[src/rtl/line_pattern_scanner.sv]
// rtl/line_pattern_scanner.sv - sequential per-channel line form classifier with start/done handshake
// Optional feature macro: PATTERN_SCORE_EN (weighted score accumulation).
module line_pattern_scanner #(
  parameter int HALF = 4,
  parameter int WIN  = 5,
  parameter int DIRS = 4
) (
  input  logic                                      clk,
  input  logic                                      rst_n,
  input  logic                                      start,
  input  logic [DIRS*(2*HALF+1)-1:0]                own,
  input  logic [DIRS*(2*HALF+1)-1:0]                opp,
  output logic                                      busy,
  output logic                                      done,
  output logic [2:0]                                type_max,
  output logic [((DIRS > 1) ? $clog2(DIRS) : 1)-1:0] dir_max,
  output logic [15:0]                               score
);

  localparam int LINE = 2*HALF + 1;
  localparam int NB   = DIRS*LINE;
  localparam int CW   = $clog2(HALF + 1);
  localparam int NW   = $clog2(LINE + 1);
  localparam int DW   = (DIRS > 1) ? $clog2(DIRS) : 1;

  localparam logic [2:0] S_IDLE     = 3'd0;
  localparam logic [2:0] S_SCAN_L   = 3'd1;
  localparam logic [2:0] S_SCAN_R   = 3'd2;
  localparam logic [2:0] S_CLASSIFY = 3'd3;
  localparam logic [2:0] S_DONE     = 3'd4;

  localparam logic [2:0] M_RUN  = 3'd0;
  localparam logic [2:0] M_GAP  = 3'd1;
  localparam logic [2:0] M_ADD  = 3'd2;
  localparam logic [2:0] M_TAIL = 3'd3;
  localparam logic [2:0] M_BLK  = 3'd4;

  localparam logic [CW-1:0] HALF_C = CW'(HALF);
  localparam logic [CW-1:0] ONE_C  = CW'(1);
  localparam logic [NW-1:0] LINE_C = NW'(LINE);
  localparam logic [NW-1:0] CNT1_C = NW'(1);
  localparam logic [DW-1:0] LAST_C = DW'(DIRS - 1);
  localparam logic [NB-1:0] LSB_C  = NB'(1);
  localparam logic [7:0]    W0_C   = 8'(WIN);
  localparam logic [7:0]    W1_C   = 8'(WIN - 1);
  localparam logic [7:0]    W2_C   = 8'(WIN - 2);
  localparam logic [7:0]    W3_C   = 8'(WIN - 3);

  logic [2:0]    state;
  logic [CW-1:0] step;
  logic [DW-1:0] chan;
  logic [NB-1:0] own_q, opp_q;
  logic [2:0]    mark_l, mark_r;
  logic [CW-1:0] z_l, a_l, zc_l, z_r, a_r, zc_r;
  logic [NW-1:0] cnt;

  function automatic logic [CW-1:0] sat_inc(input logic [CW-1:0] x);
    return (x == HALF_C) ? x : x + 1'b1;
  endfunction

  assign busy = (state == S_SCAN_L) || (state == S_SCAN_R) || (state == S_CLASSIFY);
  assign done = (state == S_DONE);

  // Cell under inspection: left side walks down from centre, right side walks up.
  int   pos;
  logic cell_opp, cell_own;
  always_comb begin
    pos = int'(chan) * LINE +
          ((state == S_SCAN_L) ? (HALF - int'(step)) : (HALF + int'(step)));
    cell_opp = |((opp_q >> pos) & LSB_C);
    cell_own = |((own_q >> pos) & LSB_C) && !cell_opp;
  end

  logic [2:0]    cur_mark, nx_mark;
  logic [CW-1:0] cur_z, cur_a, cur_zc, nx_z, nx_a, nx_zc;
  logic [NW-1:0] nx_cnt;
  always_comb begin
    cur_mark = (state == S_SCAN_L) ? mark_l : mark_r;
    cur_z    = (state == S_SCAN_L) ? z_l    : z_r;
    cur_a    = (state == S_SCAN_L) ? a_l    : a_r;
    cur_zc   = (state == S_SCAN_L) ? zc_l   : zc_r;
    nx_mark  = cur_mark;
    nx_z     = cur_z;
    nx_a     = cur_a;
    nx_zc    = cur_zc;
    nx_cnt   = cnt;
    case (cur_mark)
      M_RUN: begin
        if (cell_opp)      nx_mark = M_BLK;
        else if (cell_own) nx_cnt  = (cnt == LINE_C) ? cnt : cnt + 1'b1;
        else begin nx_mark = M_GAP; nx_z = ONE_C; end
      end
      M_GAP: begin
        if (cell_opp)      nx_mark = M_BLK;
        else if (cell_own) begin nx_mark = M_ADD; nx_a = ONE_C; end
        else               nx_z = sat_inc(cur_z);
      end
      M_ADD: begin
        if (cell_opp)      nx_mark = M_BLK;
        else if (cell_own) nx_a = sat_inc(cur_a);
        else begin nx_mark = M_TAIL; nx_zc = ONE_C; end
      end
      M_TAIL: begin
        if (cell_opp || cell_own) nx_mark = M_BLK;
        else                      nx_zc = sat_inc(cur_zc);
      end
      default: nx_mark = M_BLK;
    endcase
  end

  // Form classification for the channel just scanned; first matching rule wins.
  logic [7:0] c8, zl, zr, al, ar, zcl, zcr;
  logic [2:0] cls;
  always_comb begin
    c8  = 8'(cnt);
    zl  = 8'(z_l);  zr  = 8'(z_r);
    al  = 8'(a_l);  ar  = 8'(a_r);
    zcl = 8'(zc_l); zcr = 8'(zc_r);
    cls = 3'd0;
    if (c8 >= W0_C)
      cls = 3'd7;
    else if (c8 == W1_C)
      cls = (zl != 8'd0 && zr != 8'd0) ? 3'd6 : ((zl + zr != 8'd0) ? 3'd5 : 3'd0);
    else if ((zl == 8'd1 && c8 + al >= W1_C) || (zr == 8'd1 && c8 + ar >= W1_C))
      cls = 3'd5;
    else if (c8 == W2_C)
      cls = (zl != 8'd0 && zr != 8'd0 && zl + zr >= 8'd3) ? 3'd4 :
            ((zl + zr >= 8'd2) ? 3'd3 : 3'd0);
    else if (zl == 8'd1 && c8 + al == W2_C)
      cls = (zcl != 8'd0 && zr != 8'd0) ? 3'd4 : ((zcl + zr != 8'd0) ? 3'd3 : 3'd0);
    else if (zr == 8'd1 && c8 + ar == W2_C)
      cls = (zcr != 8'd0 && zl != 8'd0) ? 3'd4 : ((zcr + zl != 8'd0) ? 3'd3 : 3'd0);
    else if (c8 == W3_C)
      cls = (zl != 8'd0 && zr != 8'd0 && zl + zr >= 8'd4) ? 3'd2 :
            ((zl + zr >= 8'd3) ? 3'd1 : 3'd0);
  end

`ifdef PATTERN_SCORE_EN
  logic [15:0] score_q;
  logic [15:0] weight;
  logic [16:0] score_sum;
  always_comb begin
    case (cls)
      3'd1:    weight = 16'd1;
      3'd2:    weight = 16'd4;
      3'd3:    weight = 16'd8;
      3'd4:    weight = 16'd32;
      3'd5:    weight = 16'd64;
      3'd6:    weight = 16'd512;
      3'd7:    weight = 16'd4096;
      default: weight = 16'd0;
    endcase
    score_sum = {1'b0, score_q} + {1'b0, weight};
  end
  assign score = score_q;
`else
  assign score = 16'h0000;
`endif

  always_ff @(posedge clk) begin
    if (!rst_n) begin
      state    <= S_IDLE;
      step     <= '0;
      chan     <= '0;
      own_q    <= '0;
      opp_q    <= '0;
      mark_l   <= M_RUN;
      mark_r   <= M_RUN;
      z_l      <= '0; a_l <= '0; zc_l <= '0;
      z_r      <= '0; a_r <= '0; zc_r <= '0;
      cnt      <= CNT1_C;
      type_max <= 3'd0;
      dir_max  <= '0;
`ifdef PATTERN_SCORE_EN
      score_q  <= 16'h0000;
`endif
    end else begin
      case (state)
        S_IDLE: begin
          if (start) begin
            own_q    <= own;
            opp_q    <= opp;
            type_max <= 3'd0;
            dir_max  <= '0;
`ifdef PATTERN_SCORE_EN
            score_q  <= 16'h0000;
`endif
            chan     <= '0;
            step     <= ONE_C;
            mark_l   <= M_RUN;
            mark_r   <= M_RUN;
            z_l      <= '0; a_l <= '0; zc_l <= '0;
            z_r      <= '0; a_r <= '0; zc_r <= '0;
            cnt      <= CNT1_C;
            state    <= S_SCAN_L;
          end
        end
        S_SCAN_L: begin
          mark_l <= nx_mark; z_l <= nx_z; a_l <= nx_a; zc_l <= nx_zc;
          cnt    <= nx_cnt;
          if (step == HALF_C) begin
            step  <= ONE_C;
            state <= S_SCAN_R;
          end else begin
            step  <= step + 1'b1;
          end
        end
        S_SCAN_R: begin
          mark_r <= nx_mark; z_r <= nx_z; a_r <= nx_a; zc_r <= nx_zc;
          cnt    <= nx_cnt;
          if (step == HALF_C) state <= S_CLASSIFY;
          else                step  <= step + 1'b1;
        end
        S_CLASSIFY: begin
          if (cls > type_max) begin
            type_max <= cls;
            dir_max  <= chan;
          end
`ifdef PATTERN_SCORE_EN
          score_q <= score_sum[16] ? 16'hFFFF : score_sum[15:0];
`endif
          if (chan == LAST_C) begin
            state <= S_DONE;
          end else begin
            chan   <= chan + 1'b1;
            step   <= ONE_C;
            mark_l <= M_RUN;
            mark_r <= M_RUN;
            z_l    <= '0; a_l <= '0; zc_l <= '0;
            z_r    <= '0; a_r <= '0; zc_r <= '0;
            cnt    <= CNT1_C;
            state  <= S_SCAN_L;
          end
        end
        S_DONE:  state <= S_IDLE;
        default: state <= S_IDLE;
      endcase
    end
  end

endmodule

[config.mk]
export PLATFORM = sky130hd
export DESIGN_NAME = line_pattern_scanner
export DESIGN_NICKNAME = d
export VERILOG_FILES = /design/src/rtl/line_pattern_scanner.sv
export SDC_FILE = /design/constraint.sdc
export NUM_CORES = 1
export LEC_CHECK = 0
export ABC_AREA = 1
export BUFFER_PORTS_ARGS = -buffer_cell sky130_fd_sc_hd__buf_2
export CAP_MARGIN = 0
export CORE_UTILIZATION = 45
export DETAILED_ROUTE_END_ITERATION = 16
export SYNTH_ARGS = -nofsm -noshare
export SYNTH_HDL_FRONTEND = slang
export SYNTH_SLANG_ARGS = --single-unit
[constraint.sdc]
create_clock -name clk -period 6.3 [get_ports clk]
set_clock_uncertainty 0.1 [all_clocks]
set_input_delay 0.315 -clock clk [delete_from_list [all_inputs] [get_ports clk]]
set_output_delay 0.315 -clock clk [all_outputs]
set_load 0.01 [all_outputs]
==> flow_summary.json, run 1 <==
{
  "outcome": "finished, final reports clean",
  "rsz0062_at_grt": "false",
  "p_int_mw": 2.03,
  "cts-root-buf": "clkbuf_16",
  "max_stage_delay_ns": 0.51,
  "clkSinkCount": 113,
  "start_util": 0.463,
  "critPathRequiredTime_ns": 6.55,
  "num_rows": 45,
  "numCtsBuffers": 17,
  "drc": 0,
  "cts_repair_resize_count": 0,
  "clk_pin_slew_worst_paths_ns": 0.06,
  "wl_per_cell_um": 13.3,
  "syn_avg_cell_area_um2": 6.82,
  "cap_violations": 0,
  "pwr-share-comb": 0.470,
  "die_h_um": 128,
  "grt_max_degree": 117,
  "cp_cell_sequence": "inv_2, nand3_4, o21ai_0, inv_1, fa_1, buf_4, clkinv_1, a21oi_1, o21ai_0, nand2_1, nand2_1, nand3_1, nand3_1, nand3_1, nand2_2, nand2_4, nand2_4, inv_2, nand2_1, nand2_1, inv_1, nand2_1, nand3_1, a21oi_1",
  "drive_gt1_frac": 0.154,
  "peakVddDrop_mv": 0.249,
  "ys_seq_area_frac": 0.319,
  "syn_to_final_growth_pct": 15.1,
  "dieArea_um2": 16300,
  "critical_path_buf_inv_count": 6,
  "grt_pass1_wl_um": 29900,
  "mostFrequentLayoutCell": "nand2_1",
  "routabilityCongestion": 0.819,
  "antenna_left": 0,
  "yosysTopAreaCell": "dfxtp_1",
  "htreeDepth": 4,
  "grt_use_total": 0.230,
  "ys_warn_count": 0,
  "n_antenna_cell": 0,
  "fmax_ghz": 0.236,
  "dpl.hpwl_um": 12800,
  "worst-setup-path-type": "flop to flop",
  "seqPwrFrac": 0.270,
  "endpoint_kind": "flop",
  "switching_share": 0.447,
  "slew_headroom": 0.317,
  "cp_top_family": "simple AND/OR/NAND/NOR gates",
  "cp_data_arrival_time_ns": 4.49,
  "antenna_found_initial": 0,
  "synth_top_area_frac": 0.319,
  "grt_pass1_vias": 6213,
  "insertion_delay_ns": 0.42,
  "worst_pin_slew_ns": 1.02,
  "ys_ff_latch": 113,
  "nets": 1231,
  "cp_common_cell": "nand2_1",
  "clk_path_buf_depth": 2,
  "ys_top_cells_by_area": "dfxtp_1 (32%), nand2_1 (9.0%), o21ai_0 (8.8%)",
  "drtIter0Drc": 299,
  "synth_edf_count": 0,
  "syn_area_um2": 7100,
  "p_switching_mw": 1.64,
  "period_needed_ns": 4.23,
  "portBuffers": 81,
  "core-area_um2": 15300,
  "utilization": 0.534,
  "die_w_um": 128,
  "synthCells": 1041,
  "crit_path_max_fanout": 27,
  "yosysUniqueCellTypes": 45,
  "vias": 6679,
  "post_cts_buffers": 0,
  "finalHoldViolCount": 0,
  "layout_common_cells": "nand2_1 (171), inv_1 (131), o21ai_0 (125), a21oi_1 (118), dfxtp_1 (113)",
  "setup_viol": 0,
  "holdBufCountCts": 0,
  "synth_flop_cell": "dfxtp_1",
  "first_pass_iters": 5,
  "async_flop_share": 0,
  "slew_violations": 0,
  "p_leak_nw": 3.79,
  "p_clk_frac": 0.261,
  "p_per_area_nw_per_um2": 450,
  "num_io_pins": 98,
  "hp-class": "primary input to flop",
  "viasPerCell": 5.03,
  "final.setup.tns_ns": 0,
  "worst_path_max_delay_cell": "fa_1",
  "period_share": 0.672,
  "start_kind": "flop",
  "routed_wl_um": 17700,
  "cts_tree": "built",
  "grt_overflow": 0
}
-- power groups by stage --
stage                     sequential (mW)  combinational [mW]  clock [mW]
final                               0.990                1.73       0.957
after global routing                 1.01                1.99        1.01
after CTS                           0.990                1.74       0.975
after detailed placement             1.00                1.73           0
after global placement               1.00                1.72           0
after floorplan                     0.971                1.36           0
-- per-stage QoR --
| stage | std cells | cell area (µm²) | hold slack, ns | setup WS [ns] | power, mW |
|---|---|---|---|---|---|
| after floorplan | 1056 | 7150 | 0.325 | 2.40 | 2.33 |
| after global placement | 1296 | 7580 | 0.336 | 2.20 | 2.72 |
| after detailed placement | 1296 | 7580 | 0.341 | 2.07 | 2.73 |
| after CTS | 1328 | 8170 | 0.00366 | 2.04 | 3.70 |
| after global routing | 1328 | 8170 | 0.0198 | 1.55 | 4.00 |
| final | 1328 | 8170 | 0.0180 | 2.07 | 3.67 |
-- cells by family after synthesis --
logic type / synth area share
AO/OA/AOI/OAI: 0.209
XOR/XNOR: 0.00123
adder cells (fa/ha/maj): 0.0980
buffers and inverters: 0.118
flip-flops: 0.319
other: 0.000528
AND/OR/NAND/NOR: 0.255
-- final timing paths --
path                                             from  slack (ns)  cells past startpoint                endpoint
worst max-delay path            state[1]$_SDFFE_PN0P_        2.07                     24    zc_r[0]$_SDFFE_PN0P_
worst min-delay path                          own[10]        0.02                      3  own_q[10]$_SDFFE_PN0P_
worst max register to register  state[1]$_SDFFE_PN0P_        2.07                     24    zc_r[0]$_SDFFE_PN0P_
worst min register to register  own_q[2]$_SDFFE_PN0P_        0.35                      2   own_q[2]$_SDFFE_PN0P_
-- layer usage --
layer | routed length [µm] | part of all wire | global-route usage | up-vias
met4 | 191 | 0.011 | 0.0685 | 0
met5 | 0 | 0 | 0 | -
li1 | - | - | - | 3519
met3 | 664 | 0.037 | 0.0461 | 15
met2 | 8120 | 0.46 | 0.377 | 114
met1 | 8750 | 0.49 | 0.306 | 3031
-- tightest hold or removal path, stage by stage --
cell,delay (ns)
buf_2,0.07
nor2_1,0.03
nor2_1,0.08
-- synth_stat cells (2+ instances only) --
cell type,number
nor3_1,9
clkbuf_1,33
inv_1,131
a311oi_1,2
a31oi_1,2
buf_2,5
nand2_2,6
buf_4,18
or2_2,5
nor3_2,4
o21ai_0,125
o21ai_1,8
nor2_2,5
nand3_4,2
buf_1,2
a211oi_1,5
a211o_1,2
nand2_4,9
nor3b_1,2
nand3_1,65
nand4_1,8
o31ai_1,4
nand2_1,171
nand3b_1,4
nand3_2,4
dfxtp_1,113
clkinv_1,2
a21oi_1,118
fa_1,6
inv_2,12
ha_1,46
o211ai_1,6
nor2_1,95
-- state kept, by name, indices dropped and copies added, names as in the netlist --
register,cells
own_q,36
chan,2
dir_max,2
mark_l,3
z_r,3
cnt,4
zc_l,3
state,3
z_l,3
zc_r,3
type_max,3
a_r,3
mark_r,3
step,3
opp_q,36
a_l,3
-- area by class of cell --
cell class | instances | area [µm²]
timing repair buffer | 87 | 450
clock buffer | 18 | 439
sequential | 113 | 2260
multi-input combinational | 740 | 4060
tap | 211 | 264
inverter | 145 | 544
clock inverter | 14 | 154
fill | 1581 | 7140
(Power assumes the default switching activity.)
==> run 2, diff against run 1 <==
Settings changed: PLACE_DENSITY set to 0.67.
Clock period 6.3 ns to 3.7 ns, I/O delays scaled along.
==> flow_summary.json, run 2 (synthesis results as in run 1) <==
{
  "die_h_um": 128,
  "critPathRequiredTime_ns": 3.92,
  "dieArea_um2": 16300,
  "cts-root-buf": "clkbuf_16",
  "slew_violations": 0,
  "routed_wl_um": 19800,
  "max_stage_delay_ns": 0.35,
  "drive_gt1_frac": 0.214,
  "p_leak_nw": 4.31,
  "mostFrequentLayoutCell": "nand2_1",
  "pwr-share-comb": 0.504,
  "worst_pin_slew_ns": 1.20,
  "critical_path_buf_inv_count": 5,
  "start_kind": "flop",
  "dp.cells": 1312,
  "grt_overflow": 0,
  "n_antenna_cell": 0,
  "cts_tree": "built",
  "p_per_area_nw_per_um2": 714,
  "grt_pass1_vias": 6814,
  "htreeDepth": 4,
  "dpl.hpwl_um": 12500,
  "die_w_um": 128,
  "grt_max_degree": 78,
  "numCtsBuffers": 17,
  "routabilityCongestion": 0.876,
  "switching_share": 0.439,
  "period_share": 0.975,
  "num_io_pins": 98,
  "finalHoldViolCount": 0,
  "cp_top_family": "simple AND/OR/NAND/NOR gates",
  "crit_path_max_fanout": 7,
  "insertion_delay_ns": 0.42,
  "drtIter0Drc": 467,
  "layout.cells.non_filler": 1426,
  "worst_path_max_delay_cell": "fa_2",
  "cap_violations": 0,
  "antenna_found_initial": 0,
  "worst-setup-path-type": "flop to flop",
  "antenna_left": 0,
  "total_power_mw": 6.71,
  "peakVddDrop_mv": 0.433,
  "utilization": 0.614,
  "wl_per_cell_um": 13.9,
  "drc": 0,
  "clk_path_buf_depth": 2,
  "reg.largest.list": "opp_q x36, own_q x36, cnt x4",
  "layout_common_cells": "nand2_1 (159), inv_1 (127), o21ai_0 (121), a21oi_1 (111), dfxtp_1 (106)",
  "hp-class": "flop to flop",
  "cp_common_cell": "nand2_4",
  "nets": 1330,
  "clk_pin_slew_worst_paths_ns": 0.05,
  "core-area_um2": 15300,
  "fmax_ghz": 0.277,
  "first_pass_iters": 5,
  "endpoint_kind": "flop",
  "outcome": "finished, final reports clean",
  "pre_cts_ws_ns": -0.0673,
  "vias": 7386,
  "p_switching_mw": 2.94,
  "rsz0062_at_grt": "true",
  "portBuffers": 81,
  "num_rows": 45,
  "slew_headroom": 0.193,
  "p_clk_frac": 0.247,
  "start_util": 0.463,
  "grt_pass1_wl_um": 32000,
  "cp_data_arrival_time_ns": 3.83,
  "syn_to_final_growth_pct": 32.4,
  "whs_ns": 0.351,
  "setup_slack_ns": 0.0922,
  "viasPerCell": 5.18,
  "period_needed_ns": 3.61,
  "setup_viol": 0,
  "clkSinkCount": 113,
  "grt_use_total": 0.245,
  "p_int_mw": 3.76,
  "seqPwrFrac": 0.249
}
[run 2: cell types whose count changed in the layout (fill, tap and decap cells not counted), sizes merged]
cell and change:
clkinv +1, clkinvlp -2, buf +26, clkbuf +2, bufinv +1, dlygate4sd3 +73, inv -3
[run 2: cell type report]
cell class	count	area [µm²]
fill	1389	5920
tap	211	264
inverter	145	549
multi-input combinational	740	4330
sequential	113	2270
clock buffer	20	457
clock inverter	11	136
timing repair buffer	186	1390
[run 2: tightest hold or removal path, cell delays in order (launching register included)]
cell and delay (ns):
dfxtp_1 0.29, inv_1 0.06, a21oi_1 0.05
[run 2: worst paths after layout]
check                              start                     end  slack (ns)  cells past startpoint
setup / recovery    step[0]$_SDFFE_PN0P_    zc_r[2]$_SDFFE_PN0P_        0.09                     26
setup reg to reg    step[0]$_SDFFE_PN0P_    zc_r[2]$_SDFFE_PN0P_        0.09                     26
hold reg to reg   opp_q[16]$_SDFFE_PN0P_  opp_q[16]$_SDFFE_PN0P_        0.35                      2
hold / removal    opp_q[16]$_SDFFE_PN0P_  opp_q[16]$_SDFFE_PN0P_        0.35                      2
[run 2: per-layer routing]
| metal | vias up | track usage | routed length (µm) |
|---|---|---|---|
| met1 | 3442 | 0.301 | 8690 |
| met4 | 0 | 0.0969 | 409 |
| met3 | 33 | 0.0406 | 807 |
| li1 | 3723 | - | - |
| met5 | - | 0 | 0 |
| met2 | 188 | 0.429 | 9860 |
[run 2: timing repair]
action                                 in CTS  in global routing
pin swaps                                   0                 31
endpoints found under the hold margin      73                  0
setup endpoints to repair                  16                 31
hold buffers                               73                  0
gates resized for setup                     2                 75
setup buffers                               0                 10
[run 2: power by group through the flow]
stage	Sequential [mW]	Clock, mW	Combinational [mW]
4_1_cts	1.66	1.68	3.14
5_1_grt	1.70	1.72	3.80
3_5_place_dp	1.68	0	3.05
2_1_floorplan	1.65	0	2.33
3_3_place_gp	1.68	0	3.03
6_report	1.67	1.65	3.38
[run 2: per-stage QoR]
| step | TNS (ns) | cell area, µm² |
|---|---|---|
| floorplan | 0 | 7170 |
| detailed placement | -0.260 | 7720 |
| global placement | 0 | 7720 |
| finish | 0 | 9400 |
| CTS | 0 | 9050 |
| global route | -1.15 | 9400 |
